## src/rtl/mix_phase_ctrl.sv

```systemverilog
// Dual-channel mixer phase-increment scheduler: shadowed host writes,
// tick-aligned apply, per-channel settle masking of mix_valid.
module mix_phase_ctrl #(
   parameter int unsigned SETTLE_CYC = 8,
   parameter logic [31:0] RST_PHI    = 32'h0000_0000
) (
   input  logic        clk,
   input  logic        rst,
   input  logic        cfg_valid,
   output logic        cfg_ready,
   input  logic        cfg_ch,
   input  logic [31:0] cfg_phi,
   input  logic        tick,
   output logic [31:0] phi0,
   output logic [31:0] phi1,
   output logic [1:0]  mix_valid,
   output logic        busy,
   output logic [7:0]  upd_cnt
);

   typedef enum logic [1:0] {
      IDLE   = 2'd0,
      PEND   = 2'd1,
      SETTLE = 2'd2
   } state_t;

   localparam logic [7:0] CNT_LOAD = 8'(SETTLE_CYC - 1);

   if (SETTLE_CYC < 1 || SETTLE_CYC > 255) begin : g_bad_settle
      $error("mix_phase_ctrl: SETTLE_CYC out of range 1..255");
   end

   state_t      state;
   state_t      state_nxt;
   logic [7:0]  cnt;
   logic [7:0]  cnt_nxt;
   logic [1:0]  pend;
   logic [1:0]  pend_nxt;
   logic [1:0]  wr_mask;
   logic [1:0]  mv_nxt;
   logic [31:0] shadow0;
   logic [31:0] shadow1;
   logic [31:0] phi0_nxt;
   logic [31:0] phi1_nxt;
   logic [7:0]  upd_nxt;
   logic        wr;
   logic        apply;
   logic        rdy_nxt;
   logic        busy_nxt;

   assign wr      = cfg_valid & cfg_ready;
   assign wr_mask = {wr & cfg_ch, wr & ~cfg_ch};

   always_ff @(posedge clk) begin
      if (rst) begin
         state <= SETTLE;
         cnt   <= CNT_LOAD;
      end else begin
         state <= state_nxt;
         cnt   <= cnt_nxt;
      end
   end

   always_comb begin
      state_nxt = state;
      cnt_nxt   = cnt;
      apply     = 1'b0;
      mv_nxt    = mix_valid;
      unique case (state)
         IDLE: begin
            if (wr) state_nxt = PEND;
         end
         PEND: begin
            if (tick) begin
               apply     = 1'b1;
               state_nxt = SETTLE;
               cnt_nxt   = CNT_LOAD;
               mv_nxt    = mix_valid & ~pend;
            end
         end
         SETTLE: begin
            if (cnt == 8'd0) begin
               mv_nxt    = 2'b11;
               state_nxt = (pend != 2'b00) ? PEND : IDLE;
            end else begin
               cnt_nxt = cnt - 8'd1;
            end
         end
         default: begin
            state_nxt = SETTLE;
            cnt_nxt   = CNT_LOAD;
         end
      endcase
   end

   // A write landing on the apply cycle re-arms its pend bit after the clear.
   always_comb begin
      pend_nxt = (apply ? 2'b00 : pend) | wr_mask;
      phi0_nxt = (apply & pend[0]) ? shadow0 : phi0;
      phi1_nxt = (apply & pend[1]) ? shadow1 : phi1;
      upd_nxt  = apply ? upd_cnt + 8'd1 : upd_cnt;
      rdy_nxt  = (state_nxt != SETTLE);
      busy_nxt = (state_nxt != IDLE);
   end

   always_ff @(posedge clk) begin
      if (rst) begin
         shadow0 <= RST_PHI;
         shadow1 <= RST_PHI;
      end else begin
         if (wr_mask[0]) shadow0 <= cfg_phi;
         if (wr_mask[1]) shadow1 <= cfg_phi;
      end
   end

   always_ff @(posedge clk) begin
      if (rst) begin
         pend      <= 2'b00;
         phi0      <= RST_PHI;
         phi1      <= RST_PHI;
         mix_valid <= 2'b00;
         upd_cnt   <= 8'd0;
         cfg_ready <= 1'b0;
         busy      <= 1'b1;
      end else begin
         pend      <= pend_nxt;
         phi0      <= phi0_nxt;
         phi1      <= phi1_nxt;
         mix_valid <= mv_nxt;
         upd_cnt   <= upd_nxt;
         cfg_ready <= rdy_nxt;
         busy      <= busy_nxt;
      end
   end

endmodule

```

## config.mk

```make
export PLATFORM = sky130hd
export DESIGN_NAME = mix_phase_ctrl
export DESIGN_NICKNAME = d
export VERILOG_FILES = /design/src/rtl/mix_phase_ctrl.sv
export SDC_FILE = /design/constraint.sdc
export NUM_CORES = 1
export LEC_CHECK = 0
export BUFFER_PORTS_ARGS = -buffer_cell sky130_fd_sc_hd__buf_2
export CORE_ASPECT_RATIO = 0.5
export CORE_MARGIN = 3
export CORE_UTILIZATION = 58
export CTS_CLUSTER_SIZE = 10
export DETAILED_ROUTE_END_ITERATION = 10
export PLACE_DENSITY = 0.84
export SETUP_SLACK_MARGIN = 0.4
export SYNTH_ARGS = -nofsm -noshare
export SYNTH_HDL_FRONTEND = slang
export SYNTH_SLANG_ARGS = --single-unit
```

## constraint.sdc

```tcl
create_clock -name clk -period 3.8 [get_ports clk]
set_input_delay 1.14 -clock clk [delete_from_list [all_inputs] [get_ports clk]]
set_output_delay 1.14 -clock clk [all_outputs]
set_load 0.1 [all_outputs]
```

==> flow_summary.ini, run 1 <==
[setup_path]
arrival_ns = 1.30
startpoint_type = register
crit_family = buffers and inverters
critPathSlowestCell = buf_2
cp_slowest_stage_delay_ns = 0.47
cp_num_buf_inv = 1
crit_chain = buf_2
end_kind = primary output
critPathKind = reg2out
cp_max_fo = 7
critPathRequiredTime_ns = 2.66

[die]
coreArea_um2 = 8889
dieArea_um2 = 10600
ios = 113
rows = 24
die_h_um = 74.31
die-width_um = 142.6
initial_core_util_pct = 60.90

[timing]
fin_crit_ns = 2.444
timing.fmax_mhz = 409.2
worst_pin_slew_ns = 0.6991
rsz0062_at_grt = no
maxSlewHeadroom_pct = 53.39
finalCritPeriodShare_pct = 64.32
fin_hold_ws_ns = 0.4492
setup-violations-final = 0
tns_ns = 0
hold_viol = 0
final_max_slew_viol_count = 0
finClkSkew_ns = 0.007377

[route]
remaining_drc_errors = 0
firstDrtPassIters = 8
ant_nets = 0
via_per_inst = 5.304
drtIter0Drc = 360
routed_wl_um = 12810
routedWlPerCell_um = 14.21
num_vias = 4779

[cells_and_area]
regArea_um2 = 3043
multi_input_area_um2 = 2172
syn2layout_area_growth_pct = 21.82
layout_commonest_cell = nand2_1
fin_nets = 811
antenna_cells = 0
fillerInstances = 685
layout_common_cells = 271 x nand2_1, 152 x dfxtp_1, 137 x a21oi_1
drive_above_1_share_pct = 20.28

[power_and_ir_drop]
internal_power_mw = 2.547
p_sw_share_pct = 22.19
power_frac_seq_pct = 49.0
power_leakage_nw = 2.540
powerDensity_nw_per_um2 = 496.5
switchingPower_mw = 0.7266
pwr-share-clk_pct = 48.6
p_comb_share_pct = 2.4
vdd_drop_max_mv = 0.3946

[synth]
seq_area_frac_synth_pct = 56.22
ys_types = 36
synth_top_area_cell = dfxtp_1
syn-num-nets = 716
synth_flop_cell = dfxtp_1
synth-seq-cells = 152
yosys-top-cells-area = dfxtp_1 56%, nand2_1 19%, a21oi_1 13%
yosys_warnings = 0
synth-edff-count = 0
syn-cell-area_um2 = 5413
synth.top_cell.area_share_pct = 56.22
async_flop_share_pct = 0
synth_cells = 676
syn_area_per_cell_um2 = 8.007

[clocking]
h-tree-depth = 4
hold_buffers = 0
cts_resized = 0
cts-root-buf = clkbuf_16
clock-sinks = 152
clk_latency_ns = 0.42
postCtsSetupBuffers = 0
cts_tree = built
numCtsBuffers = 17
cts_buffer_depth = 2
cts.clk_slew.worst_paths_ns = 0.06

[hold_path]
hold_path_class = reg2reg

[place]
io_buffers = 112
place_hpwl_um = 8307
gp_congestion = 0.8480

[flow_run]
cap_violations = 0

[global_routing]
grt_pass1_vias = 4165
grt_pass1_wl_um = 20200
grt_max_degree = 79
antenna_found_initial = 0
grt_overflow = 0
grtUsageTotal_pct = 24.22

[run_status]
status = completed
## through the flow
step | util, % | cells | setup slack (ns) | area [µm²] | power, mW
5_1_grt | 74.18 | 901 | 1.296 | 6594 | 3.377
3_3_place_gp | 67.81 | 869 | 1.262 | 6027 | 1.715
6_report | 74.18 | 901 | 1.356 | 6594 | 3.274
4_1_cts | 74.18 | 901 | 1.344 | 6594 | 3.294
2_1_floorplan | - | 676 | 1.641 | 5413 | 1.679
3_5_place_dp | 67.81 | 869 | 1.188 | 6027 | 1.716
## registers in the layout, indices dropped and copies added, names as in the netlist
name       cells
upd_cnt        8
cnt            8
cfg_ready      1
shadow0       32
shadow1       32
phi1          32
busy           1
mix_valid      2
pend           2
phi0          32
state          2
## worst paths after layout
check	start	end	slack, ns	depth (start not counted)
max	upd_cnt[3]$_SDFFE_PP0P_	upd_cnt[3]	1.36	1
min	shadow1[1]$_SDFFE_PP0P_	phi1[1]$_SDFFE_PP0P_	0.45	2
max reg2reg	state[0]$_SDFF_PP0_	phi1[30]$_SDFFE_PP0P_	1.96	5
min reg2reg	shadow1[1]$_SDFFE_PP0P_	phi1[1]$_SDFFE_PP0P_	0.45	2
## synthesized netlist by cell type (2+ instances only)
| master | instances |
|---|---|
| a211o_1 | 2 |
| inv_1 | 6 |
| nand4_1 | 4 |
| xor2_1 | 4 |
| clkbuf_1 | 37 |
| and2_1 | 2 |
| ha_1 | 3 |
| and3_1 | 2 |
| nand3_1 | 3 |
| or3_1 | 2 |
| nor2_1 | 15 |
| a21oi_1 | 137 |
| nand2_1 | 271 |
| dfxtp_1 | 152 |
| nor3_1 | 2 |
| xnor2_1 | 5 |
| buf_2 | 7 |
| or2_2 | 2 |
| o21a_1 | 3 |
## metal layers
layer / part of all wire [%] / vias to the layer above / track usage [%]
li1: - / 2382 / -
met1: 47 / 2214 / 33.76
met2: 45 / 167 / 37.01
met3: 6.4 / 16 / 6.680
met4: 0.96 / 0 / 7.903
met5: 0 / - / 0
## power by group through the flow
stage          clock, mW  combinational, mW  sequential [mW]
2_1_floorplan          0             0.0375             1.64
3_3_place_gp           0             0.0759             1.64
3_5_place_dp           0             0.0768             1.64
4_1_cts             1.61             0.0772             1.60
5_1_grt             1.69             0.0858             1.60
6_report            1.59             0.0779             1.60
## layout make-up
type / instances / area share, %
clock buffer: 19 / 6.717
clock inverter: 13 / 1.879
inverter: 6 / 0.3416
multi-input combinational: 473 / 32.94
sequential: 152 / 46.15
tap: 117 / 2.220
timing repair buffer: 121 / 9.753
## kinds of logic (layout without fill, tap and decap cells)
family	after synthesis	count (layout)	synth area share (%)
flops	152	152	56.22
compound gates	150	150	14.63
simple gates	310	310	23.09
buf+inv	51	159	3.698
mux	1	1	0.2080
xor+xnor	9	9	1.456
fa+ha+maj	3	3	0.6936
No activity file was read; power rests on OpenSTA's default activity.
==> inputs of run 2 (changes only) <==
Settings changed: CORE_UTILIZATION 58 to 49, PLACE_DENSITY 0.84 to 0.76.
Clock period 3.8 ns to 2.15 ns, I/O delays scaled along.
==> flow_summary.ini, run 2 (synthesized netlist as in run 1, its figures left out) <==
[clocking]
clock-sinks = 152
cts.clk_slew.worst_paths_ns = 0.07
cts-root-buf = clkbuf_16
numCtsBuffers = 17
clk_latency_ns = 0.42
cts_tree = built
cts_buffer_depth = 2
h-tree-depth = 4

[timing]
finalCritPeriodShare_pct = 83.54
worst_slack_ns = 0.3538
maxSlewHeadroom_pct = 53.33
tns_ns = 0
rsz0062_at_grt = yes
finClkSkew_ns = 0.01306
hold_viol = 0
setup-violations-final = 0
worst_pin_slew_ns = 0.7000
final_max_slew_viol_count = 0
fin_crit_ns = 1.796
timing.fmax_mhz = 556.7

[place]
io_buffers = 112
dpl_cell_area_um2 = 6098
gp_congestion = 0.8340
place_hpwl_um = 8962
place_ws_ns = 0.2427

[setup_path]
critPathRequiredTime_ns = 2.49
startpoint_type = register
arrival_ns = 2.14
cp_max_fo = 4
crit_family = simple AND/OR/NAND/NOR gates
end_kind = register
critPathKind = reg2reg
crit_chain = inv_2 -> ha_4 -> nor4b_4 -> a211o_1 -> or4_4 -> a21oi_2
critPathSlowestCell = or4_4
cp_num_buf_inv = 1
cp_slowest_stage_delay_ns = 0.53

[global_routing]
antenna_found_initial = 0
grt_max_degree = 74
grt_pass1_wl_um = 22160
grt_pass1_vias = 4615
grtUsageTotal_pct = 22.40
grt_overflow = 0

[route]
via_per_inst = 5.228
remaining_drc_errors = 0
routedWlPerCell_um = 14.79
routed_wl_um = 13820
drtIter0Drc = 264
num_vias = 4888
ant_nets = 0
firstDrtPassIters = 5

[cells_and_area]
finish.utilization_pct = 67.28
syn2layout_area_growth_pct = 30.21
finalInstanceArea_um2 = 7048
antenna_cells = 0
drive_above_1_share_pct = 23.40
layout_commonest_cell = nand2_1
fin_nets = 822
fillerInstances = 886
layout_common_cells = 271 x nand2_1, 143 x dfxtp_1, 136 x a21oi_1

[die]
dieArea_um2 = 12420
rows = 26
ios = 113
coreArea_um2 = 10480
die_h_um = 80.32
die-width_um = 154.6
initial_core_util_pct = 51.67

[power_and_ir_drop]
power_frac_seq_pct = 46.6
vdd_drop_max_mv = 0.5560
pwr-share-clk_pct = 50.7
p_comb_share_pct = 2.7
powerDensity_nw_per_um2 = 864.7
internal_power_mw = 4.791
power_leakage_nw = 2.640
p_sw_share_pct = 21.39
switchingPower_mw = 1.304

[run_status]
status = completed

[flow_run]
cap_violations = 0

[hold_path]
hold_path_class = reg2reg
[run 2: changes by cell type in the layout (fill, tap and decap cells not counted), moves of 3 or more]
cell        change
buf_2          -76
clkinv_4        +3
dfxtp_1         -9
buf_6           +9
buf_4          +76
dfxtp_2         +9
clkinvlp_4      -5
[run 2: timing repair]
item	in CTS	in global routing
pin swaps	2	4
resized for setup	79	23
setup buffers	2	4
hold buffers	0	0
endpoints found under the setup margin	77	27
[run 2: stage by stage]
step                      power [mW]  cells  hold WS (ns)
after floorplan                2.967    676        0.4322
after global placement         3.038    897        0.4364
after detailed placement       3.041    897        0.4437
after CTS                      6.096    931        0.4489
after global routing           6.258    935        0.4678
final                          6.095    935        0.4440
[run 2: worst min-delay path, stage by stage (launching register included)]
cell and delay, ns:
dfxtp_1 0.31, nand2_1 0.05, a21oi_1 0.05
[run 2: final timing paths]
| kind | startpoint | end | slack (ns) | cells past startpoint |
|---|---|---|---|---|
| max | cnt[0]$_SDFFE_PP1P_ | cnt[4]$_SDFFE_PP0P_ | 0.35 | 6 |
| min | shadow0[23]$_SDFFE_PP0P_ | phi0[23]$_SDFFE_PP0P_ | 0.44 | 2 |
| max reg2reg | cnt[0]$_SDFFE_PP1P_ | cnt[4]$_SDFFE_PP0P_ | 0.35 | 6 |
| min reg2reg | shadow0[23]$_SDFFE_PP0P_ | phi0[23]$_SDFFE_PP0P_ | 0.44 | 2 |
[run 2: per-layer routing]
metal | up-vias | routed length [µm] | track usage (%)
li1 | 2417 | - | -
met1 | 2276 | 6005 | 28.56
met2 | 172 | 6595 | 37.96
met3 | 23 | 1031 | 5.059
met4 | 0 | 192 | 7.665
met5 | - | 0 | 0
[run 2: power by group through the flow]
| stage | logic (mW) | registers (mW) | clock network, mW |
|---|---|---|---|
| 2_1_floorplan | 0.0663 | 2.90 | 0 |
| 3_3_place_gp | 0.142 | 2.90 | 0 |
| 3_5_place_dp | 0.144 | 2.90 | 0 |
| 4_1_cts | 0.148 | 2.84 | 3.11 |
| 5_1_grt | 0.179 | 2.84 | 3.24 |
| 6_report | 0.165 | 2.84 | 3.09 |
[run 2: area by class of cell]
type / count / area, µm² / share of cell area (%)
Clock buffer: 19 / 452.9 / 6.426
Timing Repair Buffer: 132 / 964.7 / 13.69
Clock inverter: 13 / 171.4 / 2.432
Inverter: 6 / 22.52 / 0.3195
Tap cell: 140 / 175.2 / 2.485
Sequential cell: 152 / 3054 / 43.33
Multi-Input combinational cell: 473 / 2207 / 31.32
==> inputs of run 3 (changes only) <==
Settings changed: CORE_UTILIZATION 49 to 54, PLACE_DENSITY 0.76 to 0.79.
Clock period 2.15 ns to 1.7 ns, I/O delays scaled along.
==> flow_summary.ini, run 3 <==
[run_status]
status = stopped before the end
stop_stage = global routing (5_1_grt)
error = [ERROR DPL-0038] Utilization greater than 100%, impossible to legalize

[synth]
syn-num-nets = 716
synth_flop_cell = dfxtp_1
synth_common_cells = 271 x nand2_1, 152 x dfxtp_1, 137 x a21oi_1, 37 x clkbuf_1, 15 x nor2_1
synth-seq-cells = 152
syn_area_per_cell_um2 = 8.007
synth_top_area_cell = dfxtp_1
seq_area_frac_synth_pct = 56.22
async_flop_share_pct = 0
syn-cell-area_um2 = 5413
synth_most_common_cell = nand2_1
synth_cells = 676
yosys_warnings = 0
yosys-top-cells-area = dfxtp_1 56%, nand2_1 19%, a21oi_1 13%
synth-edff-count = 0
synth.top_cell.area_share_pct = 56.22
ys_types = 36

[die]
ios = 113
die-width_um = 147.6
initial_core_util_pct = 56.36
rows = 25
die_h_um = 76.80

[timing]
worst_endpoint = cnt[4]$_SDFFE_PP0P_/D
worst_endpoint_kind = register data pin

[clocking]
cts-root-buf = clkbuf_16
cts_buffer_depth = 2
clock-sinks = 152
h-tree-depth = 4
numCtsBuffers = 17

[place]
place_hpwl_um = 8399
io_buffers = 112
gp_congestion = 0.8515

[global_routing]
grt_max_degree = 79
==> run 3: repair_timing <==
action / 4_1_cts
gates resized for setup: 326
cloned: 7
pin swaps: 15
buffers inserted: 23
endpoints found under the setup margin: 161
hold buffers: 0
==> run 3: cells by family after synthesis <==
kind of cell    synth area share (%)
buf+inv                        3.698
simple gates                   23.09
mux                           0.2080
flops                          56.22
xor+xnor                       1.456
compound gates                 14.63
fa+ha+maj                     0.6936
==> run 3: stage by stage <==
step / instances / utilization (%) / setup WS (ns) / instance area [µm²] / hold slack [ns]
global placement: 890 / 65.52 / 0.06942 / 6292 / 0.4379
CTS: 952 / 88.42 / 0.09531 / 8491 / 0.3440
floorplan: 676 / - / 0.1537 / 5727 / 0.4246
detailed placement: 890 / 65.52 / 0.001907 / 6292 / 0.4410
==> inputs of run 4 (changes only) <==
Settings changed: CORE_ASPECT_RATIO 0.5 to unset, CORE_UTILIZATION 54 to 40, CTS_CLUSTER_SIZE 10 to unset, PLACE_DENSITY 0.79 to unset, PLACE_DENSITY_LB_ADDON set to 0.15, SETUP_SLACK_MARGIN 0.4 to unset.
==> flow_summary.ini, run 4 (synthesized netlist as in run 1, its figures left out) <==
[power_and_ir_drop]
internal_power_mw = 6.142
p_comb_share_pct = 2.4
pwr-share-clk_pct = 50.7
powerDensity_nw_per_um2 = 1078
p_sw_share_pct = 19.81
vdd_drop_max_mv = 0.5667
power_leakage_nw = 2.654
total_power_mw = 7.660
power_frac_seq_pct = 46.9
switchingPower_mw = 1.518

[setup_path]
critPathKind = reg2reg
cp_slowest_stage_delay_ns = 0.42
crit_chain = inv_2 -> ha_2 -> nor4b_2 -> a211o_1 -> or4_1 -> a21oi_1
arrival_ns = 2.01
crit_start = cnt[0]$_SDFFE_PP1P_
end_kind = register
worst_r2r_endpoint = cnt[4]$_SDFFE_PP0P_
critPathRequiredTime_ns = 2.04
endpoint = cnt[4]$_SDFFE_PP0P_
r2r-start = cnt[0]$_SDFFE_PP1P_
ff2ff_path_depth = 6
crit_cells = 6
crit_family = simple AND/OR/NAND/NOR gates
critPathSlowestCell = or4_1
regToRegSetupSlack_ns = 0.03
cp_max_fo = 4
cp_num_buf_inv = 1
startpoint_type = register

[timing]
timing.fmax_mhz = 598.4
finalCritPeriodShare_pct = 98.30
rsz0062_at_grt = yes
final_max_slew_viol_count = 0
fin_crit_ns = 1.671
hold_viol = 0
setup-violations-final = 0
fin_hold_ws_ns = 0.3419
tns_ns = 0
finClkSkew_ns = 0.006838
worst_pin_slew_ns = 0.5177
maxSlewHeadroom_pct = 65.23

[route]
routed_wl_um = 13600
via_per_inst = 5.006
drtIter0Drc = 330
num_vias = 4846
ant_nets = 0
routedWlPerCell_um = 14.05
firstDrtPassIters = 5
remaining_drc_errors = 0

[die]
coreArea_um2 = 12930
initial_core_util_pct = 41.87
rows = 41
die_h_um = 122.3
die-width_um = 122.3
dieArea_um2 = 14960
ios = 113

[clocking]
numCtsBuffers = 17
clk_latency_ns = 0.41
cts-root-buf = clkbuf_16
h-tree-depth = 4
cts.clk_slew.worst_paths_ns = 0.06
hold_buffers = 0
clock-sinks = 152
cts_tree = built
cts_buffer_depth = 2

[global_routing]
grt_pass1_wl_um = 22110
grt_pass1_vias = 4627
antenna_found_initial = 2
grt_max_degree = 108
grtUsageTotal_pct = 18.68
grt_overflow = 0

[place]
dp_cells = 931
gp_congestion = 0.8192
io_buffers = 112
place_hpwl_um = 9190
dpl_cell_area_um2 = 6243

[flow_run]
cap_violations = 0

[cells_and_area]
finalInstanceArea_um2 = 7104
layout_commonest_cell = nand2_1
layout_common_cells = 271 x nand2_1, 144 x dfxtp_1, 136 x a21oi_1
fin_nets = 823
syn2layout_area_growth_pct = 31.25
drive_above_1_share_pct = 22.74
final_cells = 968
antenna_cells = 0

[hold_path]
hold_path_class = in2reg
min_from = cfg_phi[1]

[run_status]
status = completed
==> run 4: metrics by stage <==
stage	util (%)	setup WS, ns
global route	54.96	-0.05042
CTS	54.19	0.0002062
detailed placement	48.30	-0.08850
global placement	48.30	-0.001623
finish	54.96	0.02894
floorplan	-	0.01586
==> run 4: routing by layer <==
| layer | share of wire (%) | GRT usage (%) |
|---|---|---|
| met3 | 5.4 | 4.885 |
| met1 | 45 | 23.51 |
| met4 | 2.1 | 7.978 |
| met2 | 47 | 30.33 |
| met5 | 0.15 | 0 |
==> run 4: power groups by stage <==
stage                     Clock [mW]  Combinational, mW  Sequential (mW)
after floorplan                    0             0.0839             3.67
after global placement             0              0.178             3.66
after detailed placement           0              0.179             3.67
after CTS                       3.96              0.183             3.59
after global routing            4.13              0.203             3.59
final                           3.89              0.185             3.59
==> run 4: worst reg2reg max path: stages, from the launching register on <==
cell and delay [ns]:
dfxtp_2 0.35, inv_2 0.05, ha_2 0.17, nor4b_2 0.16, a211o_1 0.32, or4_1 0.42, a21oi_1 0.13
==> run 4: final cells by class <==
cell class,instances,area (µm²)
Clock buffer,25,505.5
Clock inverter,7,113.9
Fill cell,1266,5823
Inverter,6,22.52
Multi-Input combinational cell,473,2191
Sequential cell,152,3053
Tap cell,172,215.2
Timing Repair Buffer,133,1003
==> run 4: timing repair <==
item                                   CTS  global route
endpoints found under the hold margin    0             0
setup endpoints to repair               53            28
setup buffers                            1             4
gates resized for setup                 53            27
pin swaps                                3             2
==> run 4: worst min path at each step <==
stage                                    end  slack (ns)  depth (start not counted)
finish               shadow0[1]$_SDFFE_PP0P_        0.34                          3
global placement       phi0[31]$_SDFFE_PP0P_        0.44                          2
floorplan               phi0[0]$_SDFFE_PP0P_        0.43                          2
global route         shadow0[9]$_SDFFE_PP0P_        0.34                          3
CTS                 shadow1[10]$_SDFFE_PP0P_        0.33                          3
detailed placement     phi1[13]$_SDFFE_PP0P_        0.44                          2
